### config.mk
export PLATFORM = sky130hd
export DESIGN_NAME = ex_div_flat
export DESIGN_NICKNAME = d
export VERILOG_FILES = /design/src/rtl/ex_div_if.sv /design/src/rtl/ex_div.sv /design/src/flat_wrapper.sv
export SDC_FILE = /design/constraint.sdc
export NUM_CORES = 1
export LEC_CHECK = 0
export CORE_MARGIN = 1.5
export CORE_UTILIZATION = 52
export CTS_CLUSTER_SIZE = 24
export DETAILED_ROUTE_END_ITERATION = 7
export PLACE_DENSITY = 0.77
export SYNTH_ARGS = -nofsm -noshare
export SYNTH_HDL_FRONTEND = slang
export SYNTH_SLANG_ARGS = --single-unit
### constraint.sdc
create_clock -name clk -period 5 [get_ports clk]
set_clock_uncertainty 0.1 [all_clocks]
set_input_delay 1.5 -clock clk [delete_from_list [all_inputs] [get_ports clk]]
set_output_delay 1.5 -clock clk [all_outputs]
set_load 0.01 [all_outputs]
### src/rtl/ex_div_if.sv
// Operand, control and result bundle between the EX stage and the multi-cycle divider.
interface ex_div_if #(
    parameter int unsigned WIDTH = 32
);
    logic                 signed_div_i;
    logic [WIDTH-1:0]     opdata1_i;
    logic [WIDTH-1:0]     opdata2_i;
    logic                 start_i;
    logic                 annul_i;
    logic [2*WIDTH-1:0]   result_o;
    logic                 ready_o;
    logic                 stallreq_o;

    modport master (
        output signed_div_i, opdata1_i, opdata2_i, start_i, annul_i,
        input  result_o, ready_o, stallreq_o
    );

    modport slave (
        input  signed_div_i, opdata1_i, opdata2_i, start_i, annul_i,
        output result_o, ready_o, stallreq_o
    );
endinterface

### src/rtl/ex_div.sv
// Restoring radix-2 divider for DIV/DIVU: one quotient bit per cycle, result is {remainder, quotient}.
module ex_div #(
    parameter int unsigned WIDTH = 32
) (
    input  logic     clk,
    input  logic     rst,
    ex_div_if.slave  div
);
    localparam int unsigned CNT_W = $clog2(WIDTH + 1);

    typedef enum logic [1:0] {S_IDLE, S_DIVZERO, S_ON, S_END} state_t;

    state_t               state_q, state_d;
    logic [CNT_W-1:0]     cnt_q, cnt_d;
    logic [WIDTH-1:0]     r_q, r_d;
    logic [WIDTH-1:0]     q_q, q_d;
    logic [WIDTH-1:0]     d_q, d_d;
    logic                 neg_quo_q, neg_quo_d;
    logic                 neg_rem_q, neg_rem_d;
    logic [2*WIDTH-1:0]   result_q, result_d;

    logic                 op1_neg, op2_neg;
    logic [WIDTH:0]       shifted;
    logic                 step_ge;
    logic [WIDTH-1:0]     step_r, step_q;

    assign op1_neg = div.signed_div_i & div.opdata1_i[WIDTH-1];
    assign op2_neg = div.signed_div_i & div.opdata2_i[WIDTH-1];

    // The partial remainder never reaches the divisor, so WIDTH bits hold it between steps.
    assign shifted = {r_q, q_q[WIDTH-1]};
    assign step_ge = (shifted >= {1'b0, d_q});
    assign step_r  = step_ge ? WIDTH'(shifted - {1'b0, d_q}) : WIDTH'(shifted);
    assign step_q  = {q_q[WIDTH-2:0], step_ge};

    // Next-state and datapath update.
    always_comb begin
        state_d   = state_q;
        cnt_d     = cnt_q;
        r_d       = r_q;
        q_d       = q_q;
        d_d       = d_q;
        neg_quo_d = neg_quo_q;
        neg_rem_d = neg_rem_q;
        result_d  = result_q;
        case (state_q)
            S_IDLE: begin
                if (div.start_i && !div.annul_i) begin
                    if (div.opdata2_i == '0) begin
                        state_d = S_DIVZERO;
                    end else begin
                        state_d   = S_ON;
                        cnt_d     = '0;
                        r_d       = '0;
                        q_d       = op1_neg ? WIDTH'(-div.opdata1_i) : div.opdata1_i;
                        d_d       = op2_neg ? WIDTH'(-div.opdata2_i) : div.opdata2_i;
                        neg_quo_d = op1_neg ^ op2_neg;
                        neg_rem_d = op1_neg;
                    end
                end
            end
            S_DIVZERO: begin
                if (div.annul_i) begin
                    state_d = S_IDLE;
                end else begin
                    result_d = '0;
                    state_d  = S_END;
                end
            end
            S_ON: begin
                if (div.annul_i) begin
                    state_d = S_IDLE;
                end else begin
                    r_d   = step_r;
                    q_d   = step_q;
                    cnt_d = cnt_q + CNT_W'(1);
                    if (cnt_q == CNT_W'(WIDTH - 1)) begin
                        state_d  = S_END;
                        result_d = {neg_rem_q ? WIDTH'(-step_r) : step_r,
                                    neg_quo_q ? WIDTH'(-step_q) : step_q};
                    end
                end
            end
            S_END:   state_d = S_IDLE;
            default: state_d = S_IDLE;
        endcase
    end

    always_ff @(posedge clk) begin
        if (!rst) begin
            state_q   <= S_IDLE;
            cnt_q     <= '0;
            r_q       <= '0;
            q_q       <= '0;
            d_q       <= '0;
            neg_quo_q <= 1'b0;
            neg_rem_q <= 1'b0;
            result_q  <= '0;
        end else begin
            state_q   <= state_d;
            cnt_q     <= cnt_d;
            r_q       <= r_d;
            q_q       <= q_d;
            d_q       <= d_d;
            neg_quo_q <= neg_quo_d;
            neg_rem_q <= neg_rem_d;
            result_q  <= result_d;
        end
    end

    assign div.result_o   = result_q;
    assign div.ready_o    = (state_q == S_END);
    assign div.stallreq_o = div.start_i & ~div.ready_o & ~div.annul_i;

endmodule

### src/flat_wrapper.sv
// flat-port wrapper written by rule: the top's interface ports become plain ports
module ex_div_flat 
#(
    parameter int unsigned WIDTH = 32
)
  (clk, rst, div_signed_div_i, div_opdata1_i, div_opdata2_i, div_start_i, div_annul_i, div_result_o, div_ready_o, div_stallreq_o);
  ex_div_if #(.WIDTH(WIDTH)) div_i ();
  input  logic clk;
  input  logic rst;
  input wire logic [$bits(div_i.signed_div_i)-1:0] div_signed_div_i;
  input wire logic [$bits(div_i.opdata1_i)-1:0] div_opdata1_i;
  input wire logic [$bits(div_i.opdata2_i)-1:0] div_opdata2_i;
  input wire logic [$bits(div_i.start_i)-1:0] div_start_i;
  input wire logic [$bits(div_i.annul_i)-1:0] div_annul_i;
  output wire logic [$bits(div_i.result_o)-1:0] div_result_o;
  output wire logic [$bits(div_i.ready_o)-1:0] div_ready_o;
  output wire logic [$bits(div_i.stallreq_o)-1:0] div_stallreq_o;
  assign div_i.signed_div_i = div_signed_div_i;
  assign div_i.opdata1_i = div_opdata1_i;
  assign div_i.opdata2_i = div_opdata2_i;
  assign div_i.start_i = div_start_i;
  assign div_i.annul_i = div_annul_i;
  assign div_result_o = div_i.result_o;
  assign div_ready_o = div_i.ready_o;
  assign div_stallreq_o = div_i.stallreq_o;
  ex_div #(.WIDTH(WIDTH)) u_core (.clk(clk), .rst(rst), .div(div_i));
endmodule
-- Yosys cells after proc, flatten, opt, wreduce, memory -nomap -nowiden
Cells that the tools add are included.
- register bits after elaboration: 170
- logic and storage cells: 70
- output and inout port bits: 66
- equality and inequality tests: 10
- add/sub/neg operators: 6
- mux-type cells: 27
- bitwise gates (word level): 8
- reduce and logical (&&, ||, !) cells: 10
- magnitude comparators: 1
- operators with widths (cell ; count):
    $mux 32 ; 11
    $mux 64 ; 3
    $neg 32->32 ; 4
    $pmux 32 s2 ; 2
    $pmux 64 s2 ; 1
    $ge 33x32->1 ; 1
    $logic_not 32->1 ; 1
    $sub 32x32->32 ; 1
    $mux 6 ; 3
    $pmux 6 s2 ; 1
    $mux 2 ; 5
    $pmux 2 s4 ; 1
    $reduce_and 4->1 ; 2
    $add 6x1->6 const B ; 1
    $eq 6x5->1 const B ; 1
    $ne 2x2->1 const B ; 3
    $and 1x1->1 ; 4
    $eq 2x2->1 const B ; 2
    $ne 2x1->1 const B ; 2
    $reduce_bool 2->1 ; 2
    $ne 3x2->1 const B ; 1
    $not 1->1 ; 3
    $reduce_and 3->1 ; 1
    $eq 2x1->1 const B ; 1
    other kinds (5) ; 5

-- Logic depth before layout (Yosys ltp)
- depth after elaboration: 7
- gate-level depth with buffers: 25
- depth with buffers taken out: 21

-- Worst setup path after synthesis
No wires, ideal clock.
- path type: reg2reg
- start: register u_core.r_q[13]
- end: register u_core.result_q[62] (netlist: u_core.div.result_o[62])
- cell stages (with the launch flop): 24
- clock period less this slack: 5271 ps
- buffers on the path: 4
- data arrival time: 5042 ps
- path slack: -271 ps
- data required time: 4771 ps
- path through: dfxtp_1 > ha_1 > clkbuf_1 > nand2_1 > nor3b_1 > a221o_1 > o211ai_2 > nand2_2 > clkbuf_1 > clkbuf_1 > buf_1 > a21oi_1 > inv_1 > ha_1 > inv_1 > or4_1 > nor3_1 > nand3_1 > o41ai_1 > o21ai_0 > or4_1 > o31ai_1 > xor2_1 > o21ai_0
- word-level cells in the longest chain between the ends: 7
- elaborated cells between the ends (all ways): 8
- RTL lines (item ; RTL line ; text):
    from (decl) ; ex_div.sv:15 ; logic [WIDTH-1:0] r_q, r_d;
    from (signal assigned) ; ex_div.sv:102 ; r_q <= r_d;
    $sub 32x32->32 or $ge 33x32->1 (tied branches) ; ex_div.sv:33, ex_div.sv:32 ;
    $mux 32 (*) ; ex_div.sv:33 ; assign step_r = step_ge ? WIDTH'(shifted - {1'b0, d_q}) : WIDTH'(shifted);
    $neg 32->32 ; ex_div.sv:79 ; result_d = {neg_rem_q ? WIDTH'(-step_r) : step_r,
    $mux 32 (*) ; ex_div.sv:79 ;
    $mux 64 (*) ; ex_div.sv:77 ; if (cnt_q == CNT_W'(WIDTH - 1)) begin
    $mux 64 (*) ; ex_div.sv:71 ; if (div.annul_i) begin
    $pmux 64 s2 (*) ; ex_div.sv:46 ; case (state_q)
    to (signal assigned) ; ex_div.sv:107 ; result_q <= result_d;
    to (decl) ; ex_div.sv:20 ; logic [2*WIDTH-1:0] result_q, result_d;
Every way passes the cells marked *; elsewhere a longest branch is shown, timed or not. The select of a mux whose other input is x is not followed.
A chain may end at the register's enable or synchronous reset.

-- Worst setup path after layout
- start: register u_core.d_q[31]
- end: register u_core.result_q[63] (netlist: u_core.div.result_o[63])
- word-level cells in the longest chain between the ends: 7
- elaborated cells between the ends (all ways): 8
- RTL lines (item ; RTL line ; text):
    from (decl) ; ex_div.sv:17 ; logic [WIDTH-1:0] d_q, d_d;
    from (signal assigned) ; ex_div.sv:95 ; d_q <= '0;
    from (signal assigned) ; ex_div.sv:104 ; d_q <= d_d;
    $sub 32x32->32 or $ge 33x32->1 (tied branches) ; ex_div.sv:33, ex_div.sv:32 ;
    $mux 32 (*) ; ex_div.sv:33 ;
    $neg 32->32 ; ex_div.sv:79 ;
    $mux 32 (*) ; ex_div.sv:79 ;
    $mux 64 (*) ; ex_div.sv:77 ;
    $mux 64 (*) ; ex_div.sv:71 ;
    $pmux 64 s2 (*) ; ex_div.sv:46 ;
Marks and branches as above.

==> flow_summary.yaml <==
run_status:
  status: "complete, no violations"
floorplan:
  die_area_mm2: 0.0233
  start_util_pct: 53.2
  design.core.area_mm2: 0.0219
  num_rows: 54
  top_level_ports: 135
  die_w_um: 153
  die_h_um: 153
critical_path:
  crit_fanout: 45
  cp.arrival_ns: 5.02
  required_ns: 5.21
  crit_path_end_kind: "flop"
  path_class: "reg -> reg"
  critPathLaunchType: "flop"
drt:
  drt_first_pass_iters: 6
  wl_um: 36200
  first_iter_violations: 978
  detail_route.vias_per_cell: 6.10
  wl_per_cell_um: 18.0
  drcViolationCount: 0
  ant_nets: 0
  vias: 12300
synth:
  ys_seq_elements: 170
  synth_cells: 1549
  synth_top_family_by_area: "compound AO/OA/AOI/OAI gates"
  synth_edf_count: 0
  synthFlopType: "dfxtp_1"
  synthAdderAreaFrac_pct: 4.68
  ys_seq_area_share_pct: 29.2
  syn_avg_cell_area_um2: 7.52
  async_flop_share_pct: 0
  yosys.area_share.simple_pct: 23.1
  ys.warnings.count: 0
  ys_types: 82
  syn_area_mm2: 0.0117
  syn-num-nets: 1661
  synth-compound-area-share_pct: 26.1
  synthXorXnorAreaFrac_pct: 10.4
  synthMuxAreaShare_pct: 1.02
sta:
  fin_crit_ns: 4.81
  hold_slack_ns: 0.355
  setup_ws_ns: 0.188
  hold_viol_final: 0
  max_freq_mhz: 208
  fin_crit_sh_pct: 96.2
  worst_pin_slew_ns: 0.986
  drv_slew: 0
  relSlewSlack_pct: 34.3
  setup_tns_ns: 0
  setup_viol: 0
placed_design:
  place_area_mm2: 0.0139
  port_buffers: 134
  dp_hpwl_um: 27400
  place_congestion: 0.941
  dpl.cell_count: 1982
  dp_slack_ns: -0.147
final_layout:
  final_cell_mix: "nor2_1 (195), nand2_1 (170), dfxtp_1 (169)"
  nets: 1833
  n_antenna_cell: 0
  finish.utilization_pct: 66.6
  multi_input_area_mm2: 0.00768
  areaGrowthSynthToFinish_pct: 25.0
  fillers: 1918
  final_layout_size_suffix_gt1_share_pct: 11.2
  regArea_mm2: 0.00340
  final_common_cell: "nor2_1"
  finalNonFillerCells: 2014
  fin_area_mm2: 0.0146
pwr:
  power.density_mw_per_mm2: 428
  vdd_drop_max_v: 0.000421
  total_power_mw: 6.24
  p_leak_nw: 5.65
global_routing:
  grt_pass1_vias: 11500
  grt_start_max_net_pins: 107
  grt_pass1_wl_um: 58900
  overflow: 0
  antenna_found_initial: 0
  groute.usage.overall_pct: 30.7
min_path:
  hold_class: "reg -> reg"
clocking:
  cts_setup_buffers: 0
  cts_sinks: 170
  cts_tree: "yes"
  cts_hold_repair.buffers: 0
  cts_root_buffer: "clkbuf_16"
  cts_resized: 0
  clk_latency_ns: 0.44
  cts_buffers: 17
  cts_htree_levels: 4
  clk_pin_slew_ns: 0.08
  cts.path.max_buffers: 2
run:
  maxCapViolations: 0
==> layer usage <==
metal,GRT usage [%],up-vias,part of all wire [%]
met2,48.5,575,45
met4,9.66,0,2.2
li1,-,5914,-
met3,4.01,64,7.9
met5,0,-,0
met1,43.2,5740,45
==> critical path, stage by stage (launching register included) <==
cell and delay, ns:
dfxtp_1 0.35, inv_1 0.06, ha_1 0.33, nand4b_1 0.27, nor4_2 0.41, nand3_1 0.14, o211a_1 0.16, nand2_2 0.15
buf_4 0.47, inv_1 0.27, buf_4 0.24, a2111oi_2 0.24, o21ai_0 0.30, or3_1 0.48, o41ai_2 0.40, xnor2_1 0.20
o21ai_1 0.08
==> cell type report <==
class	count	share of cell area, %
well taps	280	2.40
clock inverters	15	1.26
multi-input cells	1228	52.7
repair buffers	250	16.0
clock buffers	17	2.92
flip-flops and latches	170	23.4
inverters	54	1.41
==> logic make-up (layout without fill, tap and decap cells) <==
group / after synthesis / count (layout)
AOI/OAI and AO/OA: 461 / 461
xor gates and xnor gates: 139 / 139
adders and majority gates: 43 / 43
buffers and inverters: 151 / 336
DFF: 170 / 170
muxes: 11 / 11
and+or+nand+nor: 574 / 574
==> cell usage after synthesis (all sizes together) (6+ instances only) <==
| cell type | count | share of area [%] |
|---|---|---|
| or4 | 19 | 1.3 |
| o31a | 6 | 0.45 |
| nand2b | 8 | 0.43 |
| buf | 30 | 1.5 |
| o21a | 6 | 0.39 |
| o22a | 25 | 1.9 |
| and2 | 8 | 0.43 |
| and3 | 14 | 0.79 |
| or2 | 7 | 0.38 |
| a22oi | 42 | 2.7 |
| mux2i | 7 | 0.60 |
| nand2 | 172 | 5.6 |
| o41ai | 14 | 1.2 |
| nand4 | 14 | 0.75 |
| xnor2 | 76 | 5.7 |
| ha | 42 | 4.5 |
| inv | 54 | 1.7 |
| nor4 | 18 | 1.1 |
| nor2 | 196 | 6.3 |
| or3 | 32 | 1.8 |
| o211ai | 12 | 0.82 |
| nor3b | 6 | 0.39 |
| a31oi | 7 | 0.38 |
| o31ai | 24 | 1.5 |
| a21oi | 129 | 5.6 |
| a21o | 7 | 0.45 |
| a211oi | 37 | 2.4 |
| xor2 | 63 | 4.7 |
| nor3 | 23 | 0.99 |
| nor2b | 6 | 0.32 |
| clkbuf | 67 | 2.2 |
| o21ai | 107 | 4.7 |
| nand3 | 39 | 1.7 |
| dfxtp | 170 | 29 |
==> state kept, by name, indices dropped and copies added, names as in the netlist <==
register	flops
u_core.div.result_o	64
u_core.neg_quo_q	1
u_core.state_q	2
u_core.d_q	32
u_core.r_q	32
u_core.neg_rem_q	1
u_core.cnt_q	6
u_core.q_q	32
==> where the power goes <==
part / internal [mW] / switching, mW / leakage [nW] / total (mW)
Combinational: 1.30 / 1.96 / 3.98 / 3.26
Clock: 0.675 / 0.672 / 0.291 / 1.35
Sequential: 1.48 / 0.147 / 1.38 / 1.63
Total: 3.46 / 2.77 / 5.65 / 6.24
==> path summary, 6_finish.rpt <==
| check | start | depth (start not counted) | to | slack [ns] |
|---|---|---|---|---|
| setup / recovery | u_core.d_q[31] | 16 | u_core.div.result_o[63] | 0.19 |
| setup reg to reg | u_core.d_q[31] | 16 | u_core.div.result_o[63] | 0.19 |
| hold / removal | u_core.div.result_o[61] | 2 | u_core.div.result_o[61] | 0.36 |
| hold reg to reg | u_core.div.result_o[61] | 2 | u_core.div.result_o[61] | 0.36 |
(Power assumes the default switching activity.)
